File: src/rtl/nn_layer_sequencer.sv
// Frame sequencer for up to three accumulate-then-ReLU dense layers: releases layer resets in order.
// Optional performance counters (frame_cnt, stall_cnt) are enabled by defining NN_SEQ_PERF_EN.
//
//  state | meaning
//  IDLE  | all layers in reset, waiting for a frame handshake
//  RUN1  | layer 1 accumulating / ReLU (IN_SIZE_1+1 cycles)
//  RUN2  | layer 2 running, layer 1 held released as its input
//  RUN3  | layer 3 running, layers 1-2 held released
//  DONE  | active layers frozen post-ReLU, result offered downstream
module nn_layer_sequencer #(
   parameter int NUM_LAYERS = 3,
   parameter int IN_SIZE_1  = 26,
   parameter int IN_SIZE_2  = 64,
   parameter int IN_SIZE_3  = 32,
   parameter int CNT_W      = 8
) (
   input  logic        clk,
   input  logic        rst,
   input  logic        in_valid,
   output logic        in_ready,
   output logic        capture_en,
   output logic [2:0]  layer_rst,
   output logic [2:0]  layer_busy,
   output logic        out_valid,
   input  logic        out_ready,
   output logic [15:0] frame_cnt,
   output logic [15:0] stall_cnt
);

   typedef enum logic [2:0] {
      S_IDLE = 3'd0,
      S_RUN1 = 3'd1,
      S_RUN2 = 3'd2,
      S_RUN3 = 3'd3,
      S_DONE = 3'd4
   } state_t;

   localparam logic [CNT_W-1:0] LIM_1 = CNT_W'(IN_SIZE_1);
   localparam logic [CNT_W-1:0] LIM_2 = CNT_W'(IN_SIZE_2);
   localparam logic [CNT_W-1:0] LIM_3 = CNT_W'(IN_SIZE_3);
   // In DONE only the active layers are released; unused layers stay in reset.
   localparam logic [2:0] DONE_RST = 3'(3'b111 << NUM_LAYERS);

   state_t             state_q, state_d;
   logic [CNT_W-1:0]   cnt_q, cnt_d;

   always_ff @(posedge clk) begin
      if (rst) begin
         state_q <= S_IDLE;
         cnt_q   <= '0;
      end else begin
         state_q <= state_d;
         cnt_q   <= cnt_d;
      end
   end

   always_comb begin
      state_d    = state_q;
      cnt_d      = cnt_q;
      in_ready   = 1'b0;
      layer_rst  = 3'b111;
      layer_busy = 3'b000;
      out_valid  = 1'b0;
      case (state_q)
         S_IDLE: begin
            in_ready = 1'b1;
            if (in_valid) begin
               state_d = S_RUN1;
               cnt_d   = '0;
            end
         end
         S_RUN1: begin
            layer_rst  = 3'b110;
            layer_busy = 3'b001;
            if (cnt_q == LIM_1) begin
               cnt_d   = '0;
               state_d = (NUM_LAYERS == 1) ? S_DONE : S_RUN2;
            end else begin
               cnt_d = cnt_q + CNT_W'(1);
            end
         end
         S_RUN2: begin
            layer_rst  = 3'b100;
            layer_busy = 3'b010;
            if (cnt_q == LIM_2) begin
               cnt_d   = '0;
               state_d = (NUM_LAYERS == 2) ? S_DONE : S_RUN3;
            end else begin
               cnt_d = cnt_q + CNT_W'(1);
            end
         end
         S_RUN3: begin
            layer_rst  = 3'b000;
            layer_busy = 3'b100;
            if (cnt_q == LIM_3) begin
               cnt_d   = '0;
               state_d = S_DONE;
            end else begin
               cnt_d = cnt_q + CNT_W'(1);
            end
         end
         S_DONE: begin
            layer_rst = DONE_RST;
            out_valid = 1'b1;
            if (out_ready) begin
               state_d = S_IDLE;
            end
         end
         default: begin
            state_d = S_IDLE;
            cnt_d   = '0;
         end
      endcase
   end

   // The only Mealy output: latch strobe must coincide with the accepting cycle.
   assign capture_en = (state_q == S_IDLE) && in_valid && !rst;

`ifdef NN_SEQ_PERF_EN
   logic [15:0] frame_q, stall_q;

   always_ff @(posedge clk) begin
      if (rst) begin
         frame_q <= '0;
         stall_q <= '0;
      end else begin
         if (out_valid && out_ready) begin
            frame_q <= frame_q + 16'd1;
         end
         if (out_valid && !out_ready && (stall_q != 16'hFFFF)) begin
            stall_q <= stall_q + 16'd1;
         end
      end
   end

   assign frame_cnt = frame_q;
   assign stall_cnt = stall_q;
`else
   assign frame_cnt = 16'd0;
   assign stall_cnt = 16'd0;
`endif

endmodule

File: config.mk
export PLATFORM = sky130hd
export DESIGN_NAME = nn_layer_sequencer
export DESIGN_NICKNAME = d
export VERILOG_FILES = /design/src/rtl/nn_layer_sequencer.sv
export SDC_FILE = /design/constraint.sdc
export NUM_CORES = 1
export LEC_CHECK = 0
export CAP_MARGIN = 10
export CORE_ASPECT_RATIO = 0.5
export CORE_MARGIN = 2
export CORE_UTILIZATION = 35
export CTS_CLUSTER_SIZE = 25
export DETAILED_ROUTE_END_ITERATION = 8
export PLACE_DENSITY = 0.74
export SLEW_MARGIN = 20
export SYNTH_ARGS = -nofsm -noshare
export SYNTH_HDL_FRONTEND = slang
export SYNTH_SLANG_ARGS = --single-unit
export TNS_END_PERCENT = 50
File: constraint.sdc
create_clock -name clk -period 2.65 [get_ports clk]
set_clock_uncertainty 0.2 [all_clocks]
set_input_delay 0.265 -clock clk [delete_from_list [all_inputs] [get_ports clk]]
set_output_delay 0.265 -clock clk [all_outputs]
set_load 0.05 [all_outputs]
==> flow_summary.ini <==
[clock_network]
cts_tree = yes
cts.path.max_buffers = 2
cts_htree_levels = 1
cts_sinks = 11
clk-insertion-delay-late_ns = 0.24
cts_buffers = 3
root_buffer = clkbuf_8
clk_pin_slew_ns = 0.05

[setup_path]
path_cells = nor2_1 > and2_1 > nor2_1 > clkdlybuf4s50_1
reg2regPathDepth = 6
worstSetupPathType = flip-flop to output port
rrSetupSlack_ns = 0.67
cp-start-kind = flip-flop
required_ns = 2.18
end_kind = output port
cpPeakStageDelay_ns = 0.81
r2r-end = cnt_q[5]$_SDFFE_PP0P_
crit_top_cell = nor2_1
critPathArrivalTime_ns = 2.02
regToRegStartpoint = cnt_q[1]$_SDFFE_PP0P_
endpoint = layer_rst[1]
crit_path_max_fanout = 12
cp_slowest_cell = clkdlybuf4s50_1
crit_start = state_q[0]$_SDFFE_PP0P_

[power_and_ir_drop]
peakVddDrop_mv = 0.5699
seq_power_share_pct = 22.8
cellInternalPower_mw = 0.4812
netSwitchingFraction_pct = 54.32
clockPowerShare_pct = 16.0
p_leak_nw = 0.4307
comb_power_share_pct = 61.2
switchingPower_mw = 0.5722
power_density_nw_per_um2 = 1052

[global_routing]
grt_use_total_pct = 10.73
grt_pass1_vias = 614
grt_max_degree = 13
grt_pass1_wl_mm = 2.539
antenna_found_initial = 0
grt-ovfl-total = 0

[final_layout]
antenna_cells = 0
final_cells = 166
nNetsFinal = 137
syn2layout_area_growth_pct = 7.672
drive_gt1_share_pct = 6.977

[logic_synthesis]
synth_cell_types = 34
synth_top_cell_area_share_pct = 25.84
synth.yosys.warnings = 0
synth_flop_cell = dfxtp_1
ys_seq_area_share_pct = 23.69
synthesis.area_um2 = 929.6
synth-edff-count = 0
synth_top_area_cell = buf_4
async_flop_share_pct = 0
postSynthCellCount = 118
synth_seq_cells = 11
synth.avg_cell_area_um2 = 7.878
synthTopCellsByArea = buf_4 (26%), dfxtp_1 (24%), nor2_1 (5.7%), ha_1 (4.0%), xor2_1 (3.8%)

[min_path]
hp-class = flip-flop to flip-flop
hp-start = cnt_q[7]$_SDFFE_PP0P_

[sta]
hold_viol = 0
grt_setup_unrepaired = false
setup_viol = 0
period_needed_ns = 2.488
fmax_mhz = 401.9
slew_headroom_pct = 66.14
finalCritPeriodShare_pct = 93.89
maxSlewViolCount = 0
fin_setup_tns_ns = 0
worst_pin_slew_ns = 0.5071

[detailed_routing]
avgViaCountPerCell = 4.271
first_pass_iters = 4
drt_wl_total_mm = 1.627
postRouteAntennaNets = 0
vias = 709
drc = 0
drtIter0Drc = 25
wl_per_cell_um = 9.801

[placement]
post-dp-hpwl_mm = 1.181
place_congestion = 0.8235
io_buffers = 12
place_inst = 162

[floorplanning]
die_w_um = 76.89
rows = 13
pin_count = 45
die-height_um = 40.45
core-area_um2 = 2554
initial_core_util_pct = 36.40
die_area_um2 = 3110

[job]
drv_cap = 0

[run_status]
status = completed
==> worst min-delay path by stage <==
stage / cells past startpoint / to / slack (ns)
2_1_floorplan: 3 / state_q[2]$_SDFFE_PP0P_ / 0.27
3_5_place_dp: 2 / cnt_q[7]$_SDFFE_PP0P_ / 0.31
4_1_cts: 2 / cnt_q[7]$_SDFFE_PP0P_ / 0.32
3_3_place_gp: 2 / cnt_q[7]$_SDFFE_PP0P_ / 0.29
5_1_grt: 2 / cnt_q[7]$_SDFFE_PP0P_ / 0.36
6_report: 2 / cnt_q[7]$_SDFFE_PP0P_ / 0.32
==> flip-flops by register name, indices dropped and copies added (netlist names) <==
| register | flops |
|---|---|
| cnt_q | 8 |
| state_q | 3 |
==> cell families (layout without fill, tap and decap cells) <==
group | count (synthesis) | in the layout | synth area share, %
multiplexers | 1 | 1 | 1.077
adder cells (fa/ha/maj) | 3 | 3 | 4.038
buffers and inverters | 40 | 20 | 29.20
flip-flops | 11 | 11 | 23.69
AND/OR/NAND/NOR | 43 | 43 | 24.50
XOR/XNOR | 4 | 4 | 3.768
other | 1 | 32 | 0.4034
AO/OA/AOI/OAI | 15 | 15 | 13.32
==> critical path: cells and delay by family (launching register included) <==
family,cells,cell delay (ns)
buf+inv,1,0.81
flops,1,0.52
simple gates,3,0.46
==> what timing repair did <==
action / in CTS / in global routing
buffers inserted: 0 / 0
hold buffers: 0 / 0
resized for setup: 0 / 1
setup endpoints to repair: 0 / 1
==> synthesized netlist by cell type, types with 2 or more instances <==
cell / instances
o21ai_4: 2
nand2_1: 6
a31oi_1: 2
nor3_1: 4
nor4_1: 2
nand2b_1: 2
ha_1: 3
nor2_1: 14
a22oi_1: 3
and2_1: 2
a21oi_1: 3
nand4_1: 2
nand3_1: 4
inv_1: 4
clkbuf_1: 2
xor2_1: 4
buf_4: 32
dfxtp_1: 11
==> layout make-up <==
| cell class | instances | area (um2) |
|---|---|---|
| multi-input combinational | 98 | 554.3 |
| clock buffer | 4 | 45.04 |
| inverter | 4 | 15.01 |
| sequential | 11 | 220.2 |
| tap | 37 | 46.29 |
| fill | 270 | 1553 |
| timing repair buffer | 12 | 120.1 |
==> power groups by stage <==
stage          clock (mW)  sequential, mW  combinational [mW]
3_3_place_gp            0           0.239               0.636
3_5_place_dp            0           0.243               0.642
5_1_grt             0.186           0.249               0.680
6_report            0.169           0.240               0.644
2_1_floorplan           0           0.219               0.560
4_1_cts             0.174           0.240               0.645
==> per-stage QoR <==
stage	util [%]	total power, mW	hold WS, ns	cell area, um2	worst slack [ns]
5_1_grt	39.20	1.115	0.3560	1001	0.02982
2_1_floorplan	-	0.7788	0.2658	1046	0.09398
6_report	39.20	1.053	0.3226	1001	0.1618
3_5_place_dp	37.33	0.8854	0.3085	953.4	0.3940
4_1_cts	39.10	1.058	0.3198	998.5	0.1341
3_3_place_gp	37.33	0.8750	0.2944	953.4	0.4757
==> metal layers <==
layer | track usage (%) | vias to the layer above | part of all wire [%]
met5 | 0 | - | 0
met4 | 8.182 | 0 | 1.2
met3 | 2.027 | 4 | 8.8
met2 | 20.39 | 38 | 44
met1 | 11.59 | 315 | 46
li1 | - | 352 | -
==> layout by cell type, fill, tap and decap left out <==
cell             synthesis  final
xor2_1                   4      4
nor3_1                   4      4
nand3_1                  4      4
buf_4                   32      1
nand2_1                  6      6
nor2_1                  14     14
nor4_1                   2      2
nand4_1                  2      2
and3b_1                  1      1
o21bai_2                 1      1
clkbuf_1                 2      1
ha_1                     3      3
or4b_4                   1      1
dfxtp_1                 11     11
nand3b_1                 1      1
mux2i_1                  1      1
o21a_1                   1      1
a22oi_1                  3      3
nor3b_2                  1      1
and3_1                   1      1
nand2b_1                 2      2
and2_0                   1      1
a211oi_1                 1      1
o211a_1                  1      1
inv_1                    4      4
nor3b_1                  1      1
o21ai_1                  1      1
clkdlybuf4s50_1          0     10
o21ai_4                  2      2
a31oi_1                  2      2
conb_1                   1     32
a21oi_1                  3      3
and2_1                   2      2
clkbuf_8                 0      3
dlymetal6s2s_1           0      1
No activity file was read; power rests on OpenSTA's default activity.
